===== src/rtl/instr_encoder_loader.sv =====
// Assembles symbolic instruction requests into 32-bit MIPS words and streams
// them into instruction memory, optionally padding a NOP after each branch/jump.
module instr_encoder_loader #(
    parameter int unsigned ADDR_W         = 10,
    parameter int unsigned BASE_ADDR      = 0,
    parameter int unsigned DEPTH          = 256,
    parameter int unsigned PAD_DELAY_SLOT = 1
) (
    input  logic              clk,
    input  logic              rst_n,
    input  logic              start,
    input  logic              in_valid,
    output logic              in_ready,
    input  logic [4:0]        mnem,
    input  logic [4:0]        rs,
    input  logic [4:0]        rt,
    input  logic [4:0]        rd,
    input  logic [4:0]        shamt,
    input  logic [15:0]       imm,
    input  logic [25:0]       target,
    output logic              wr_en,
    output logic [ADDR_W-1:0] wr_addr,
    output logic [31:0]       wr_data,
    output logic [ADDR_W-1:0] word_count,
    output logic              full,
    output logic              err
);

    localparam int unsigned DATA_W = 32;
    localparam logic [ADDR_W-1:0] BASE      = ADDR_W'(BASE_ADDR);
    localparam logic [ADDR_W-1:0] LAST_CNT  = ADDR_W'(DEPTH - 1);
    localparam logic [ADDR_W-1:0] WORD_STEP = ADDR_W'(4);

    localparam logic [4:0] M_NOP  = 5'd0,  M_ADD  = 5'd1,  M_SUB  = 5'd2,  M_AND  = 5'd3;
    localparam logic [4:0] M_OR   = 5'd4,  M_XOR  = 5'd5,  M_NOR  = 5'd6,  M_SLT  = 5'd7;
    localparam logic [4:0] M_SLL  = 5'd8,  M_SRL  = 5'd9,  M_JR   = 5'd10, M_MUL  = 5'd11;
    localparam logic [4:0] M_ADDI = 5'd12, M_ANDI = 5'd13, M_ORI  = 5'd14, M_XORI = 5'd15;
    localparam logic [4:0] M_SLTI = 5'd16, M_LW   = 5'd17, M_SW   = 5'd18, M_SB   = 5'd19;
    localparam logic [4:0] M_LH   = 5'd20, M_LB   = 5'd21, M_SH   = 5'd22, M_BGEZ = 5'd23;
    localparam logic [4:0] M_BLTZ = 5'd24, M_BEQ  = 5'd25, M_BNE  = 5'd26, M_BGTZ = 5'd27;
    localparam logic [4:0] M_BLEZ = 5'd28, M_J    = 5'd29, M_JAL  = 5'd30, M_ILL  = 5'd31;

    localparam logic [5:0] OP_SPECIAL = 6'b000000, OP_REGIMM = 6'b000001, OP_MUL = 6'b011100;
    localparam logic [5:0] OP_J = 6'b000010, OP_JAL = 6'b000011, OP_BEQ = 6'b000100;
    localparam logic [5:0] OP_BNE = 6'b000101, OP_BLEZ = 6'b000110, OP_BGTZ = 6'b000111;
    localparam logic [5:0] OP_ADDI = 6'b001000, OP_SLTI = 6'b001010, OP_ANDI = 6'b001100;
    localparam logic [5:0] OP_ORI = 6'b001101, OP_XORI = 6'b001110, OP_LB = 6'b100000;
    localparam logic [5:0] OP_LH = 6'b100001, OP_LW = 6'b100011, OP_SB = 6'b101000;
    localparam logic [5:0] OP_SH = 6'b101001, OP_SW = 6'b101011;

    localparam logic [5:0] F_SLL = 6'b000000, F_SRL = 6'b000010, F_JR = 6'b001000;
    localparam logic [5:0] F_ADD = 6'b100000, F_SUB = 6'b100010, F_AND = 6'b100100;
    localparam logic [5:0] F_OR = 6'b100101, F_XOR = 6'b100110, F_NOR = 6'b100111;
    localparam logic [5:0] F_SLT = 6'b101010, F_MUL = 6'b000010;

    localparam logic [4:0] ZERO5 = 5'd0;
    localparam logic [4:0] RT_BGEZ = 5'd1;

    typedef enum logic [1:0] {IDLE, LOAD, PAD, FULL} state_t;

    state_t              state_q, state_d;
    logic [ADDR_W-1:0]   ptr_q, ptr_d;
    logic [ADDR_W-1:0]   cnt_d;
    logic [ADDR_W-1:0]   addr_d;
    logic [DATA_W-1:0]   data_d;
    logic                we_d, err_d;
    logic [DATA_W-1:0]   enc_word;
    logic                is_branch;

    function automatic logic [31:0] r_word(input logic [5:0] op, input logic [4:0] f_rs,
                                           input logic [4:0] f_rt, input logic [4:0] f_rd,
                                           input logic [4:0] f_sh, input logic [5:0] fn);
        return {op, f_rs, f_rt, f_rd, f_sh, fn};
    endfunction

    function automatic logic [31:0] i_word(input logic [5:0] op, input logic [4:0] f_rs,
                                           input logic [4:0] f_rt, input logic [15:0] f_imm);
        return {op, f_rs, f_rt, f_imm};
    endfunction

    // Mnemonic to machine word; unused or forced fields never come from the inputs.
    always_comb begin
        enc_word  = '0;
        is_branch = 1'b0;
        case (mnem)
            M_NOP:  enc_word = '0;
            M_ADD:  enc_word = r_word(OP_SPECIAL, rs, rt, rd, ZERO5, F_ADD);
            M_SUB:  enc_word = r_word(OP_SPECIAL, rs, rt, rd, ZERO5, F_SUB);
            M_AND:  enc_word = r_word(OP_SPECIAL, rs, rt, rd, ZERO5, F_AND);
            M_OR:   enc_word = r_word(OP_SPECIAL, rs, rt, rd, ZERO5, F_OR);
            M_XOR:  enc_word = r_word(OP_SPECIAL, rs, rt, rd, ZERO5, F_XOR);
            M_NOR:  enc_word = r_word(OP_SPECIAL, rs, rt, rd, ZERO5, F_NOR);
            M_SLT:  enc_word = r_word(OP_SPECIAL, rs, rt, rd, ZERO5, F_SLT);
            M_SLL:  enc_word = r_word(OP_SPECIAL, ZERO5, rt, rd, shamt, F_SLL);
            M_SRL:  enc_word = r_word(OP_SPECIAL, ZERO5, rt, rd, shamt, F_SRL);
            M_JR: begin
                enc_word  = r_word(OP_SPECIAL, rs, ZERO5, ZERO5, ZERO5, F_JR);
                is_branch = 1'b1;
            end
            M_MUL:  enc_word = r_word(OP_MUL, rs, rt, rd, ZERO5, F_MUL);
            M_ADDI: enc_word = i_word(OP_ADDI, rs, rt, imm);
            M_ANDI: enc_word = i_word(OP_ANDI, rs, rt, imm);
            M_ORI:  enc_word = i_word(OP_ORI, rs, rt, imm);
            M_XORI: enc_word = i_word(OP_XORI, rs, rt, imm);
            M_SLTI: enc_word = i_word(OP_SLTI, rs, rt, imm);
            M_LW:   enc_word = i_word(OP_LW, rs, rt, imm);
            M_SW:   enc_word = i_word(OP_SW, rs, rt, imm);
            M_SB:   enc_word = i_word(OP_SB, rs, rt, imm);
            M_LH:   enc_word = i_word(OP_LH, rs, rt, imm);
            M_LB:   enc_word = i_word(OP_LB, rs, rt, imm);
            M_SH:   enc_word = i_word(OP_SH, rs, rt, imm);
            M_BGEZ: begin
                enc_word  = i_word(OP_REGIMM, rs, RT_BGEZ, imm);
                is_branch = 1'b1;
            end
            M_BLTZ: begin
                enc_word  = i_word(OP_REGIMM, rs, ZERO5, imm);
                is_branch = 1'b1;
            end
            M_BEQ: begin
                enc_word  = i_word(OP_BEQ, rs, rt, imm);
                is_branch = 1'b1;
            end
            M_BNE: begin
                enc_word  = i_word(OP_BNE, rs, rt, imm);
                is_branch = 1'b1;
            end
            M_BGTZ: begin
                enc_word  = i_word(OP_BGTZ, rs, ZERO5, imm);
                is_branch = 1'b1;
            end
            M_BLEZ: begin
                enc_word  = i_word(OP_BLEZ, rs, ZERO5, imm);
                is_branch = 1'b1;
            end
            M_J: begin
                enc_word  = {OP_J, target};
                is_branch = 1'b1;
            end
            M_JAL: begin
                enc_word  = {OP_JAL, target};
                is_branch = 1'b1;
            end
            default: enc_word = '0;
        endcase
    end

    // Next-state and registered-output logic; start overrides everything else.
    always_comb begin
        state_d = state_q;
        ptr_d   = ptr_q;
        cnt_d   = word_count;
        err_d   = err;
        we_d    = 1'b0;
        addr_d  = wr_addr;
        data_d  = wr_data;
        if (start) begin
            state_d = LOAD;
            ptr_d   = BASE;
            cnt_d   = '0;
            err_d   = 1'b0;
        end else begin
            case (state_q)
                LOAD: begin
                    if (in_valid) begin
                        if (mnem == M_ILL) begin
                            err_d = 1'b1;
                        end else begin
                            we_d   = 1'b1;
                            addr_d = ptr_q;
                            data_d = enc_word;
                            ptr_d  = ptr_q + WORD_STEP;
                            cnt_d  = word_count + ADDR_W'(1);
                            if (word_count == LAST_CNT) begin
                                state_d = FULL;
                            end else if ((PAD_DELAY_SLOT != 0) && is_branch) begin
                                state_d = PAD;
                            end
                        end
                    end
                end
                PAD: begin
                    we_d    = 1'b1;
                    addr_d  = ptr_q;
                    data_d  = '0;
                    ptr_d   = ptr_q + WORD_STEP;
                    cnt_d   = word_count + ADDR_W'(1);
                    state_d = (word_count == LAST_CNT) ? FULL : LOAD;
                end
                default: state_d = state_q;
            endcase
        end
    end

    always_ff @(posedge clk or negedge rst_n) begin
        if (!rst_n) begin
            state_q    <= IDLE;
            ptr_q      <= BASE;
            word_count <= '0;
            err        <= 1'b0;
            wr_en      <= 1'b0;
            wr_addr    <= '0;
            wr_data    <= '0;
            in_ready   <= 1'b0;
            full       <= 1'b0;
        end else begin
            state_q    <= state_d;
            ptr_q      <= ptr_d;
            word_count <= cnt_d;
            err        <= err_d;
            wr_en      <= we_d;
            wr_addr    <= addr_d;
            wr_data    <= data_d;
            in_ready   <= (state_d == LOAD);
            full       <= (state_d == FULL);
        end
    end

endmodule

===== config.mk =====
export PLATFORM = sky130hd
export DESIGN_NAME = instr_encoder_loader
export DESIGN_NICKNAME = d
export VERILOG_FILES = /design/src/rtl/instr_encoder_loader.sv
export SDC_FILE = /design/constraint.sdc
export NUM_CORES = 1
export LEC_CHECK = 0
export CAP_MARGIN = 25
export CORE_MARGIN = 4
export CORE_UTILIZATION = 45
export CTS_CLUSTER_DIAMETER = 120
export DETAILED_ROUTE_END_ITERATION = 8
export GPL_TIMING_DRIVEN = 1
export PLACE_DENSITY = 0.87
export SKIP_CTS_REPAIR_TIMING = 1
export SYNTH_ARGS = -nofsm -noshare
export SYNTH_HDL_FRONTEND = slang
export SYNTH_SLANG_ARGS = --single-unit

===== constraint.sdc =====
create_clock -name clk -period 2.4 [get_ports clk]
set_clock_uncertainty 0.2 [all_clocks]
set_input_delay 0.48 -clock clk [delete_from_list [all_inputs] [get_ports clk]]
set_output_delay 0.48 -clock clk [all_outputs]
set_load 0.02 [all_outputs]

Word-level counts from Yosys, hierarchy flattened. Cells that the tools add are included.

Bits in registers: 68. Bits in latches: 0. RAM bits: 0. ROM bits: 0. Input port bits: 71. Output and inout bits: 56. Memories: 0.

Add/sub/neg operators: 2. Multipliers: 0. Divide/modulo/power cells: 0. $lt $le $gt $ge: 0. Eq/ne operators: 40. Shift operators: 0. Mux-type cells: 31. Bitwise operators: 1. Reduce and logical (&&, ||, !) cells: 9.

Operator list (number): $pmux W32 S30 (1); $eq A5 B5 Y1 const B (16); $mux W10 (8); $mux W32 (2); $pmux W32 S2 (1); $pmux W10 S2 (3); $eq A5 B4 Y1 const B (8); $eq A5 B3 Y1 const B (4); $mux W2 (6); $add A10 B1 Y10 const B (1); $add A10 B3 Y10 const B (1); $eq A10 B8 Y1 const B (1); $eq A5 B2 Y1 const B (2); $reduce_or A9 Y1 (1); $mux W1 (8); $reduce_bool A2 Y1 (4); $ne A3 B3 Y1 const B (2); $reduce_and A3 Y1 (2); $eq A5 B1 Y1 const B (1); $eq A2 B1 Y1 const B (2); $eq A2 B2 Y1 const B (2); $ne A2 B2 Y1 const B (2); $pmux W2 S2 (1); $reduce_and A4 Y1 (1); other kinds (3) (3).

Depth between registers and ports, before layout. Gate-level depths: netlist of run 1.

Word-level depth: 10. Gate-level depth with buffers: 9. Depth with buffers taken out: 7.

Least setup slack after synthesis of run 1. No wires, ideal clock.

Kind: input port to flip-flop. Start: input port mnem[3]. End: register wr_data[17]. Setup time: 0.066 ns. Arrival time: 1.855 ns. Path slack: 0.279 ns. Stages: 7. Path through: buf_2 > nand3_4 > o211ai_4 > or4_4 > buf_6 > nor3_2 > a221o_1.

Word-level cells in the longest chain between the ends: 5. Elaborated cells on any way between the ends: 37. Those cells by class: 32 x eq/ne; 4 x mux; 1 x reduce/logical.

RTL lines: start: declaration (line 14) `input logic [4:0] mnem,`; $eq A5 B5 Y1, or another cell as far along (line 85) `case (mnem)`; $pmux W32 S30 (line 85); $mux W32 (line 166) `if (mnem == M_ILL) begin`; $mux W32 (line 165) `if (in_valid) begin`; $pmux W32 S2 (line 163) `case (state_q)`; end signal: assignment (line 213) `wr_data <= data_d;`; end: declaration (line 23) `output logic [31:0] wr_data,`.

Several ways; a longest one is shown, not always the timed one. The select of a mux whose other input is x is not followed. A chain may end at the register's enable or synchronous reset.

Final worst setup path of run 1.
Start: input port mnem[1]. End: register wr_data[1].

The elaborated chain is that of the path after synthesis.

==> summary.md, run 1 <==
| Metric | Value |
|---|---|
| Status | completed |
| Switching power | 1.59 mW |
| # nets final | 598 |
| Comb pwr share | 43.3% |
| Sequential share of the synthesized area | 44.7% |
| Peak supply drop | 0.530 mV |
| Slew @ Worst Pin | 0.522 ns |
| Largest stage delay, worst path | 0.54 ns |
| Area grow syn2layout | 50.7% |
| CP bufs+invs | 2 |
| 1st-pass router iterations | 7 |
| Power share of the sequential group | 34.9% |
| Die X | 97.2 um |
| Number of flops mapped to enable cells by yosys | 0 |
| Post-route ant nets | 0 |
| CP Launch Type | input port |
| Pwr Density | 830 nW/um2 |
| Final WS setup | 0.111 ns |
| Synth Area per Inst | 9.65 um2 |
| Worst slack, placed | -0.318 ns |
| Initial DRC count | 257 |
| Clk_lat worst skew | 0.36 ns |
| CP Depth | 7 |
| R2R depth | 7 |
| Fin util | 69.8% |
| Core Region | 7730 um2 |
| Initial Util | 46.3% |
| Synthesized flop and latch total | 64 |
| RSZ-0062 raised after global routing | false |
| CP delay by family, top | compound AO/OA/AOI/OAI gates |
| # rows | 32 |
| Clk pwr share | 21.7% |
| Crit-path slowest cell | clkdlybuf4s50_1 |
| DR vias | 3589 |
| Final setup fails | 0 |
| GRT Resource Usage Total | 23.1% |
| Commonest non-fill, non-tap cell in the layout | clkdlybuf4s50_1 |
| Critical Path End | wr_data[1] |
| Die Height | 97.2 um |
| Sw Ratio | 35.5% |
| Gate count after technology mapping | 371 |
| Most frequent cells in the layout | clkdlybuf4s50_1, dfrtp_1, buf_4, o21ai_0, nand2_1 |
| CTS max path bufs | 2 |
| PortBufs | 124 |
| Peak Freq | 437 MHz |
| Vias in the first global route | 3626 |
| Critical Path RT | 2.49 ns |
| Worst setup startpoint | mnem[1] |
| Leak | 2.32 nW |
| Routed WL per cell | 17.4 um |
| Pin count of the biggest net entering global routing | 35 |
| CTS H-Tree Depth | 3 |
| WL final | 10900 um |
| Number of buffers created by CTS | 9 |
| Reg-to-reg slack, setup | 0.14 ns |
| CTS sink cnt | 64 |
| Clock period minus worst slack | 2.29 ns |
| Vias per cell | 5.71 |
| Worst Path Max Fanout | 10 |
| Antenna diodes | 0 |
| Initial antenna violation count | 0 |
| WHS | 0.280 ns |
| Main synth FF type | dfrtp_1 |
| Setup_tns | 0 ns |
| Share of layout cells above drive strength 1 | 15.9% |
| Area of the die | 9450 um2 |
| Gr ovfl total | 0 |
| Final hold vios | 0 |
| Synth Warn # | 0 |
| Async SR Flop Fraction | 100% |
| Fin crit share | 95.4% |
| Min-Delay Path Class | flip-flop to flip-flop |
| First-pass GRT wire length | 18000 um |
| Critical Path AT | 2.38 ns |
| CTS Root Cell | clkbuf_8 |
| Rel. slew slack | 65.2% |
| DRC | 0 |
| CP Capture Type | flip-flop |
| Worst path cell trace | clkdlybuf4s50_1, buf_4, nor2_1, o21a_1, a22oi_1, a21oi_1, a21o_1 |
| Mapped Area | 3580 um2 |
| Io pins | 127 |
| RR Startpoint | state_q[0] |
| Max_cap viols | 0 |
| GPL Wtd Cong | 0.911 |
| Distinct cells, synth | 67 |
| Reg clk slew, reported paths | 0.07 ns |
| Hpwl dp | 8090 um |
| Slew Viols, Final | 0 |
| FF-to-FF End | wr_data[17] |
| Internal power | 2.89 mW |
| CP Class | input port to flip-flop |
| CTS tree | done |
## Yosys cell counts, types with 4 or more instances
master     instances  area share (%)
inv_1              5            0.52
o211ai_1           4            0.84
clkbuf_1          18             1.9
nor2b_1            7             1.2
nand2_1           33             3.5
buf_6              4             1.3
and2_1             6             1.0
o2111ai_1          5             1.2
mux2_2             8             2.5
a21oi_1           14             2.0
a221o_1            5             1.4
buf_2              4            0.56
ha_1               4             1.4
nor3_1             7            0.98
a211oi_1           4            0.84
o21ai_0           35             4.9
a31oi_1            4            0.70
nor2_1            30             3.1
and3_1             4            0.70
nand3_1            5            0.70
nand4_1            4            0.70
dfrtp_1           64              45
a222oi_1          11             3.1
xnor2_1            6             1.5
a22oi_1            9             1.9
xor2_1            12             2.9
## layer usage
metal	global-route usage (%)	share of wire, %	vias up
li1	-	-	1682
met1	29.3	42	1745
met2	39.3	50	147
met3	5.38	6.0	15
met4	6.91	1.9	0
met5	0	0	-
## area by class of cell
cell class	count	area (um2)
Inverter	5	18.8
Sequential cell	64	1600
Clock inverter	3	40.0
Clock buffer	12	165
Multi-Input combinational cell	272	1810
Tap cell	102	128
Timing Repair Buffer	171	1630
Fill cell	582	2330
## how the worst min path moves through the flow
stage               slack [ns]  cells past startpoint        start            end
finish                    0.28                      2  wr_data[22]    wr_data[22]
global route              0.30                      2  wr_data[22]    wr_data[22]
CTS                      -0.04                      2        rst_n  word_count[3]
detailed placement        0.27                      2  wr_data[22]    wr_data[22]
global placement          0.26                      2  wr_data[29]    wr_data[29]
floorplan                -0.02                      0        rst_n            err
## kinds of logic after synthesis
logic type,share of synthesized area [%]
and+or+nand+nor,18.1
AOI/OAI and AO/OA,23.6
DFF,44.7
buffers and inverters,4.96
xor gates and xnor gates,4.40
muxes,2.52
adders and majority gates,1.68
other,0.105
## flip-flops by register name, summed over array words and instances, names as in the netlist
signal      cells
err             1
full            1
in_ready        1
ptr_q           8
state_q         2
word_count     10
wr_addr         8
wr_data        32
wr_en           1
## power groups by stage
| stage | Combinational (mW) | Sequential, mW | Clock [mW] |
|---|---|---|---|
| finish | 1.94 | 1.56 | 0.974 |
| global route | 2.07 | 1.60 | 1.04 |
| CTS | 1.94 | 1.56 | 0.976 |
| floorplan | 0.608 | 1.90 | 0 |
| global placement | 1.89 | 1.56 | 0 |
| detailed placement | 1.93 | 1.57 | 0 |
## worst min-delay path: cells and delay by family, from the launching register on
family | cells | cell delay (ns)
flops | 1 | 0.34
simple gates | 1 | 0.05
compound gates | 1 | 0.06
## through the flow
stage	instance area (um2)	instances	total power, mW
global placement	5170	613	3.45
global route	5400	629	4.71
floorplan	3580	372	2.50
CTS	5380	628	4.48
detailed placement	5170	613	3.50
finish	5400	629	4.48
No activity file was read; power rests on OpenSTA's default activity.
==> inputs of run 2 (changes only) <==
--- a/config.mk
+++ b/config.mk
@@ -5,13 +5,15 @@
 export SDC_FILE = /design/constraint.sdc
 export NUM_CORES = 1
 export LEC_CHECK = 0
+export ABC_AREA = 1
 export CAP_MARGIN = 25
+export CORE_ASPECT_RATIO = 0.6
 export CORE_MARGIN = 4
-export CORE_UTILIZATION = 45
+export CORE_UTILIZATION = 49
 export CTS_CLUSTER_DIAMETER = 120
 export DETAILED_ROUTE_END_ITERATION = 8
 export GPL_TIMING_DRIVEN = 1
-export PLACE_DENSITY = 0.87
+export PLACE_DENSITY = 0.88
 export SKIP_CTS_REPAIR_TIMING = 1
 export SYNTH_ARGS = -nofsm -noshare
 export SYNTH_HDL_FRONTEND = slang
==> run 2 against run 1 <==
Die area rose by 18%. Sequential cell count did not move. First-iteration DRC count rose by 130%. Global-route usage rose by 8.8 points. Cell area rose by 29%. Register-to-register slack improved by 0.07 ns. Maximum frequency rose by 4.4%. Non-clock buffer count rose by 39. Sequential power barely moved. Critical path type is now flip-flop to flip-flop. Largest cell class unchanged.
==> summary.md, run 2 <==
| Metric | Value |
|---|---|
| Initial DRC count | 584 (+130%) |
| CP Launch Type | flip-flop |
| Status | completed |
| Area grow syn2layout | 50.1% |
| Async SR Flop Fraction | 100% (unchanged) |
| Clock period minus worst slack | 2.19 ns (-0.0967 ns) |
| Peak Freq | 456 MHz (+4.4%) |
| Vias in the first global route | 5684 (+57%) |
| Most frequent cells in the layout | nand2_1, a21oi_1, clkdlybuf4s50_1, buf_4, dfrtp_1 |
| Count leader, synth | nand2_1 |
| GPL Wtd Cong | 1.00 (+10%) |
| Sequential share of the synthesized area | 34.6% (-10 points) |
| CTS H-Tree Depth | 3 (unchanged) |
| Synth area leader | dfrtp_1 |
| Initial antenna violation count | 0 (unchanged) |
| Final WS setup | 0.207 ns (+0.0967 ns) |
| Top-area cell type share of the netlist area | 34.6% (-10 points) |
| Pin count of the biggest net entering global routing | 65 (+86%) |
| # rows | 27 (-16%) |
| Final instance count without filler cells | 1035 (+65%) |
| Most flops, register | wr_data |
| Io pins | 127 (unchanged) |
| Largest stage delay, worst path | 0.43 ns (-0.11 ns) |
| Largest register FFs | 32 (unchanged) |
| Clk_lat worst skew | 0.33 ns (-0.03 ns) |
| Slew Viols, Final | 0 (unchanged) |
| Main synth FF type | dfrtp_1 |
| Post-route ant nets | 0 (unchanged) |
| Final hold vios | 0 (unchanged) |
| RSZ-0062 raised after global routing | false |
| 1st-pass router iterations | 5 (-2) |
| Critical Path AT | 2.24 ns (-0.14 ns) |
| Max_cap viols | 0 (unchanged) |
| Critical Path RT | 2.45 ns (-0.04 ns) |
| Fin crit share | 91.4% (-4.0 points) |
| Synth Warn # | 0 (unchanged) |
| CP Capture Type | flip-flop |
| Antenna diodes | 0 (unchanged) |
| Worst Min Path Start | wr_data[19] |
| Worst setup startpoint | word_count[0] |
| Gr ovfl total | 0 (unchanged) |
| Leak | 3.33 nW (+44%) |
| Top cells by count, synth | nand2_1, a21oi_1, dfrtp_1, nor2_1, nand3_1 |
| Peak supply drop | 0.481 mV (-9.2%) |
| Share of layout cells above drive strength 1 | 14.1% (-1.8 points) |
| Reg clk slew, reported paths | 0.06 ns (about the same) |
| Ranking of synthesized cells by area | dfrtp_1, nand2_1, a21oi_1, nand3_1, nor2_1 |
| WL final | 17900 um (+63%) |
| Hpwl dp | 13200 um (+63%) |
| Vias per cell | 5.70 (-0.18%) |
| Initial Util | 50.3% (+4.0 points) |
| Worst path cell trace | ha_1, nand2_1, nor2_1, nand4_1, nor2_1, a21oi_1, nand2_1, nand2_1, nand2_1, nand2_1, a21oi_1 |
| PortBufs | 124 (unchanged) |
| Routed WL per cell | 17.3 um (-0.70%) |
| Number of buffers created by CTS | 9 (unchanged) |
| Placed instance count | 1018 (+66%) |
| Hold Path Depth | 2 (unchanged) |
| # nets final | 975 (+63%) |
| Top Registers | wr_data x32, word_count x10 |
| Setup_tns | 0 ns (unchanged) |
| CTS tree | done |
| GRT Resource Usage Total | 31.9% (+8.8 points) |
| Most frequent CP cell | nand2_1 |
| Reg-to-reg slack, setup | 0.21 ns (+0.07 ns) |
| Fillers | 693 (+19%) |
| CTS Root Cell | clkbuf_16 |
| CP delay by family, top | simple AND/OR/NAND/NOR gates |
| CP Class | flip-flop to flip-flop |
| Mapped Area | 4620 um2 (+29%) |
| CP bufs+invs | 0 (-2) |
| Distinct cells, synth | 35 (-48%) |
| First-pass GRT wire length | 28700 um (+60%) |
| Final setup fails | 0 (unchanged) |
| Gate count after technology mapping | 719 (+94%) |
| Min-Delay Path Class | flip-flop to flip-flop |
| Core Region | 9190 um2 (+19%) |
| FF-to-FF End | in_ready |
| Die X | 133 um (+37%) |
| DR vias | 5895 (+64%) |
| Area of the die | 11100 um2 (+18%) |
| Worst slack, placed | -0.467 ns (-0.150 ns) |
| Pwr Density | 760 nW/um2 (-8.4%) |
| RR Startpoint | word_count[0] |
| Synthesized flop and latch total | 64 (unchanged) |
| Die Height | 83.2 um (-14%) |
| Synth Area per Inst | 6.43 um2 (-33%) |
| CTS max path bufs | 2 (unchanged) |
| Worst Path Max Fanout | 5 (-5) |
| Hold Crit Endpoint | wr_data[19] |
| R2R depth | 11 (+4) |
| CTS sink cnt | 64 (unchanged) |
| Crit-path slowest cell | dfrtp_1 |
| Commonest non-fill, non-tap cell in the layout | nand2_1 |
| DRC | 0 (unchanged) |
| Number of flops mapped to enable cells by yosys | 0 (unchanged) |
-- run 2: cell types whose count changed after synthesis, sizes merged, moves of 12 or more --
| cell | change |
|---|---|
| a21oi | +122 |
| inv | +43 |
| nand2 | +171 |
| nand3 | +52 |
| nor2 | +38 |
| nor3 | +14 |
| o21ai | -12 |
-- run 2: area by class of cell --
cell class	count	area [um2]	share of cell area [%]
timing repair buffer	210	1980	28.5
tap	130	163	2.34
clock inverter	7	101	1.46
clock buffer	9	225	3.25
multi-input combinational	566	2690	38.7
inverter	49	184	2.65
sequential	64	1600	23.1
-- run 2: worst max path at each step --
stage,endpoint,slack [ns],depth (start not counted)
finish,in_ready,0.21,11
global route,in_ready,0.02,11
CTS,ptr_q[9],-0.11,12
detailed placement,ptr_q[3],-0.47,9
global placement,word_count[9],-0.31,11
floorplan,wr_data[10],0.30,12
-- run 2: report_power, final --
group | total (mW) | internal [mW] | switching [mW]
combinational | 2.24 | 0.999 | 1.24
sequential | 1.59 | 1.38 | 0.208
clock | 1.44 | 0.920 | 0.525
-- run 2: worst reg2reg max path: stages, from the launching register on --
cell and delay, ns:
dfrtp_1 0.43, ha_1 0.22, nand2_1 0.11, nor2_1 0.18, nand4_1 0.13, nor2_1 0.26
a21oi_1 0.13, nand2_1 0.08, nand2_1 0.05, nand2_1 0.06, nand2_1 0.09, a21oi_1 0.17
-- run 2: routing by layer --
| layer | vias to the layer above | GRT usage (%) | wire length [um] |
|---|---|---|---|
| li1 | 2748 | - | - |
| met1 | 2673 | 44.6 | 7490 |
| met2 | 425 | 45.8 | 7660 |
| met3 | 49 | 11.7 | 2330 |
| met4 | 0 | 10.3 | 385 |
| met5 | - | 0 | 0 |
-- run 2: per-stage QoR --
step / area (um2) / utilization, % / total power, mW / hold WS (ns)
floorplan: 4630 / - / 2.66 / -0.0156
global placement: 6550 / 71.2 / 3.71 / 0.262
detailed placement: 6550 / 71.2 / 3.80 / 0.264
CTS: 6870 / 74.8 / 5.26 / -0.0319
global route: 6940 / 75.5 / 5.55 / 0.300
finish: 6940 / 75.5 / 5.28 / 0.277
-- run 2: logic make-up (layout without fill, tap and decap cells) --
logic type | Yosys count | count (layout) | synth area share [%]
buffers and inverters | 90 | 275 | 8.15
DFF | 64 | 64 | 34.6
and+or+nand+nor | 371 | 371 | 33.8
adders and majority gates | 4 | 4 | 1.08
other | 1 | 2 | 0.0811
xor gates and xnor gates | 8 | 8 | 1.52
AOI/OAI and AO/OA | 181 | 181 | 20.8
==> inputs of run 3 (changes only) <==
--- a/config.mk
+++ b/config.mk
@@ -14,7 +14,6 @@
 export DETAILED_ROUTE_END_ITERATION = 8
 export GPL_TIMING_DRIVEN = 1
 export PLACE_DENSITY = 0.88
-export SKIP_CTS_REPAIR_TIMING = 1
 export SYNTH_ARGS = -nofsm -noshare
 export SYNTH_HDL_FRONTEND = slang
 export SYNTH_SLANG_ARGS = --single-unit
==> run 3 against run 2 <==
Die area stayed put. Maximum frequency is 1.5% lower. Combinational power hardly changed. Critical path type is now input port to flip-flop. Largest cell class unchanged. Highest routed layer unchanged.
==> summary.md, run 3 (same netlist as run 2, synthesis figures left out) <==
| Metric | Value |
|---|---|
| Status | completed |
| # nets final | 976 (+0.10%) |
| Routed WL per cell | 17.3 um (+0.18%) |
| Peak Freq | 449 MHz (-1.5%) |
| CTS max path bufs | 2 (unchanged) |
| Cell area after layout | 6920 um2 (-0.32%) |
| Post-route ant nets | 0 (unchanged) |
| Slew Viols, Final | 0 (unchanged) |
| Power after layout | 5.28 mW (about the same) |
| Commonest non-fill, non-tap cell in the layout | nand2_1 |
| Critical Path AT | 2.30 ns (+0.06 ns) |
| RSZ-0062 raised after global routing | false |
| Most flops, register | wr_data |
| Hold Crit Endpoint | wr_data[19] |
| Core Region | 9190 um2 (unchanged) |
| GPL Wtd Cong | 1.00 (unchanged) |
| Hpwl dp | 13200 um (unchanged) |
| First-pass GRT wire length | 28800 um (+0.33%) |
| Antenna diodes | 0 (unchanged) |
| CP Launch Type | input port |
| Clk_lat worst skew | 0.33 ns (about the same) |
| Reg-to-reg slack, setup | 0.20 ns (about the same) |
| Most frequent cells in the layout | nand2_1, a21oi_1, clkdlybuf4s50_1, buf_4, dfrtp_1 |
| Final instance count without filler cells | 1036 (+0.097%) |
| Initial Util | 50.3% (unchanged) |
| Leak | 3.30 nW (-0.85%) |
| RR Startpoint | word_count[0] |
| Area grow syn2layout | 49.6% |
| Final WS setup | 0.174 ns (-0.0334 ns) |
| DRC | 0 (unchanged) |
| Fin crit share | 92.8% (+1.4 points) |
| Worst Min Path Start | wr_data[19] |
| Vias per cell | 5.73 (+0.60%) |
| Io pins | 127 (unchanged) |
| Placed instance count | 1018 (unchanged) |
| Share of layout cells above drive strength 1 | 14.0% (-0.13 points) |
| Reg clk slew, reported paths | 0.06 ns (about the same) |
| CTS Root Cell | clkbuf_16 |
| Vias in the first global route | 5691 (+0.12%) |
| # rows | 27 (unchanged) |
| Worst Path Max Fanout | 9 (+4) |
| Die X | 133 um (unchanged) |
| Max_cap viols | 0 (unchanged) |
| Pin count of the biggest net entering global routing | 65 (unchanged) |
| Clk pwr share | 27.4% (about the same) |
| Die Height | 83.2 um (unchanged) |
| Gr ovfl total | 0 (unchanged) |
| CTS tree | done |
| Worst slack, placed | -0.467 ns (unchanged) |
| CTS sink cnt | 64 (unchanged) |
| Largest register FFs | 32 (unchanged) |
| Fin util | 75.3% (-0.25 points) |
| Placed instance area | 6550 um2 (unchanged) |
| Internal power | 3.30 mW (about the same) |
| R2R depth | 11 (unchanged) |
| Peak supply drop | 0.480 mV (-0.16%) |
| Top Registers | wr_data x32, word_count x10 |
| 1st-pass router iterations | 6 (+1) |
| Critical Path RT | 2.47 ns (+0.02 ns) |
| Hold Path Depth | 2 (unchanged) |
| Post-CTS Setup Inserts | 0 |
| Power share of the sequential group | 30.1% (about the same) |
| WL final | 17900 um (+0.28%) |
| Initial DRC count | 529 (-9.4%) |
| Pwr Density | 763 nW/um2 (+0.31%) |
| Setup_tns | 0 ns (unchanged) |
| WHS | 0.277 ns (+0.000120 ns) |
| DR vias | 5936 (+0.70%) |
| FF-to-FF End | in_ready |
| Number of buffers created by CTS | 9 (unchanged) |
| Fillers | 696 (+0.43%) |
| Switching power | 1.97 mW (about the same) |
| CP Capture Type | flip-flop |
| GRT Resource Usage Total | 32.0% (+0.10 points) |
| Area of the die | 11100 um2 (unchanged) |
| Final hold vios | 0 (unchanged) |
| Sw Ratio | 37.4% (about the same) |
| Initial antenna violation count | 0 (unchanged) |
| Min-Delay Path Class | flip-flop to flip-flop |
| PortBufs | 124 (unchanged) |
| Clock period minus worst slack | 2.23 ns (+0.0334 ns) |
| CTS H-Tree Depth | 3 (unchanged) |
| Final setup fails | 0 (unchanged) |
| Comb pwr share | 42.5% (about the same) |
| CP Class | input port to flip-flop |
[run 3: how the worst max path moves through the flow]
stage,startpoint,endpoint,slack [ns],depth (start not counted)
finish,mnem[3],wr_data[17],0.17,10
detailed placement,mnem[0],ptr_q[3],-0.47,9
floorplan,mnem[4],wr_data[10],0.30,12
CTS,mnem[1],in_ready,0.01,14
global route,word_count[0],in_ready,0.02,11
global placement,mnem[0],word_count[9],-0.31,11
[run 3: final cells by class]
cell class	instances	area [um2]	area share, %
timing repair buffer	211	1970	28.4
clock buffer	9	225	3.26
clock inverter	7	101	1.47
inverter	49	186	2.70
tap	130	163	2.35
sequential	64	1600	23.2
multi-input combinational	566	2670	38.7
[run 3: critical path: stages]
cell and delay, ns:
dlygate4sd2_1 0.30, nor2_2 0.35, nand3_1 0.30, buf_4 0.23, a21oi_1 0.12, nor2_1 0.06
nand3_1 0.13, nand3b_1 0.19, nand2_1 0.08, nand2_1 0.06
[run 3: power by group through the flow]
stage	clock, mW	sequential [mW]	combinational [mW]
after floorplan	0	1.90	0.752
after CTS	1.45	1.59	2.22
after global routing	1.52	1.62	2.41
after global placement	0	1.58	2.13
final	1.45	1.59	2.24
after detailed placement	0	1.60	2.20
[run 3: what timing repair did]
item,CTS,global route
resized for setup,5,11
hold buffers,1,0
gates cloned,0,1
pin swaps,0,1
endpoints found under the hold margin,64,0
setup endpoints to repair,52,60
[run 3: layer usage]
metal,vias up,global-route usage [%],share of wire [%]
met5,-,0,0
met4,0,9.99,2.3
met3,55,11.8,14
met2,439,46.2,43
met1,2690,44.7,41
li1,2752,-,-
==> RTL edit, RTL diff (config.mk and constraints of run 3) <==
Change the parameter `ADDR_W` from 10 to 12.
--- a/src/rtl/instr_encoder_loader.sv
+++ b/src/rtl/instr_encoder_loader.sv
@@ -2,5 +2,5 @@
 // them into instruction memory, optionally padding a NOP after each branch/jump.
 module instr_encoder_loader #(
-    parameter int unsigned ADDR_W         = 10,
+    parameter int unsigned ADDR_W         = 12,
     parameter int unsigned BASE_ADDR      = 0,
     parameter int unsigned DEPTH          = 256,
Ports: changed (resized word_count and wr_addr); port bits go from 127 to 131. No check against the original RTL was run, so the function may have changed too.
==> RTL edit against run 3 <==
- sequential cell count is 6 higher
- synthesized area up 20%
- via count up 20%
- global-route usage fell by 0.91 points
- largest cell class unchanged
- power up 0.82%
- core utilization is 1.2 points lower
- first-iteration DRC count increased by 85%
- die area rose by 18%
- cell area grew 16%
- fmax is 3.9% lower
- worst setup slack worse by 89 ps
- routed wire length up 17%
- highest routed layer unchanged
- hold slack improved by 6.0 ps
- largest power group unchanged
==> RTL edit: results (changes against run 3) <==
Power and ir drop
  – Leak: 3.82 nW (+16%)
  – Peak supply drop: 0.000628 V (+31%)
  – Switching Share: 36.8% (-0.67 points)

GRT
  – GR Util met2: 45.5% (-0.70 points)
  – Met3 Use GR: 10.8% (-0.97 points)
  – Global routing usage on met1: 44.2% (-0.49 points)
  – Largest net degree at the start of global routing: 71 (+9.2%)
  – First-pass GRT wire length: 33800 um (+18%)
  – Vias in the first global route: 6582 (+16%)
  – Total track usage: 31.1% (-0.91 points)

Synth
  – Synth Area in Compound Gates: 24.0% (+3.3 points)
  – Ranking of synthesized cells by area: dfrtp_1 32%, a21oi_1 17%, nand2_1 14%, nor2_1 6.4%, nand3_1 5.1%
  – Seq/Total Area, Yosys: 31.6% (-3.1 points)
  – Post-synth top cells: 213 x nand2_1, 194 x a21oi_1, 94 x nor2_1
  – Post-Synth XOR/XNOR Area: 1.42% (-0.095 points)
  – Adder-cell share of the synthesized area: 0.902% (-0.18 points)
  – Library cells used by synthesis: 40 (+14%)

Drt
  – Initial DRC Count: 980 (+85%)
  – Vias/cell: 5.91 (+3.1%)
  – Metal3 WL: 3100 um (+22%)
  – WL met2: 8640 um (+13%)
  – Post-Route WL: 21000 um (+17%)
  – First drt pass iteration count: 6 (unchanged)
  – Met1 wire length: 8890 um (+21%)

Critical path
  – Worst reg2reg path endpoint: wr_data[27]
  – Worst-path fanout max: 14 (+5)
  – Crit path capture: wr_data[23]
  – R2r startpoint: state_q[0]
  – Crit-path slowest cell: clkdlybuf4s50_1
  – FF-to-FF setup slack: 210 ps
  – Worst reg-to-reg path cell count: 9 (-2)
  – Launch point of the worst path: mnem[3]
  – Max stage delay on crit path: 480 ps (+130 ps)

Finish
  – Final-stage net count: 1132 (+16%)
  – Layout filler cell count: 805 (+16%)
  – Top flop regs: wr_data (32), word_count (12)
  – Share of cells above drive strength 1: 14.4% (+0.39 points)

STA
  – Final critical-path required period: 2320 ps (+89.3 ps)
  – Worst hold slack: 283 ps (+5.96 ps)

Placement
  – Pre-CTS setup slack: -342 ps (+126 ps)
  – Gpl congestion: 1.02 (+1.4%)
  – Cell Area, Placed: 7580 um^2 (+16%)
  – Number of port buffers: 128 (+3.2%)
  – HPWL after DPL: 15000 um (+14%)

Worst hold path
  – Hold endpoint: wr_addr[10]
  – Worst hold start: wr_addr[10]
  – Hold Crit Class: reg -> reg

Clock tree
  – Max clock buf depth: 2 (unchanged)
  – Post_cts resized: 7 (+2)

Status
  – Status: finished, final reports clean
-- RTL edit: cell count changes after synthesis, moves of 6 or more --
cell      change
a21oi_1      +59
nor2_1       +30
a31oi_1      +11
clkbuf_1      +9
nand2_1       +9
dfrtp_1       +6
-- RTL edit: power groups by stage --
stage          sequential, mW  clock (mW)  combinational, mW
6_report                 1.67        1.41               2.23
5_1_grt                  1.70        1.48               2.41
4_1_cts                  1.67        1.42               2.20
3_5_place_dp             1.68           0               2.17
3_3_place_gp             1.68           0               2.11
2_1_floorplan            1.96           0              0.770
-- RTL edit: area by class of cell --
cell class	count	area, um^2	share of cell area, %
well taps	139	174	2.17
repair buffers	215	2120	26.5
inverters	62	235	2.94
multi-input cells	699	3410	42.6
flip-flops and latches	70	1750	21.9
clock buffers	10	229	2.86
clock inverters	6	86.3	1.08
-- RTL edit: stage by stage --
step,cells,TNS [ps]
global placement,1184,-13510
finish,1201,0
CTS,1201,0
detailed placement,1184,-13570
floorplan,886,0
global route,1201,-125
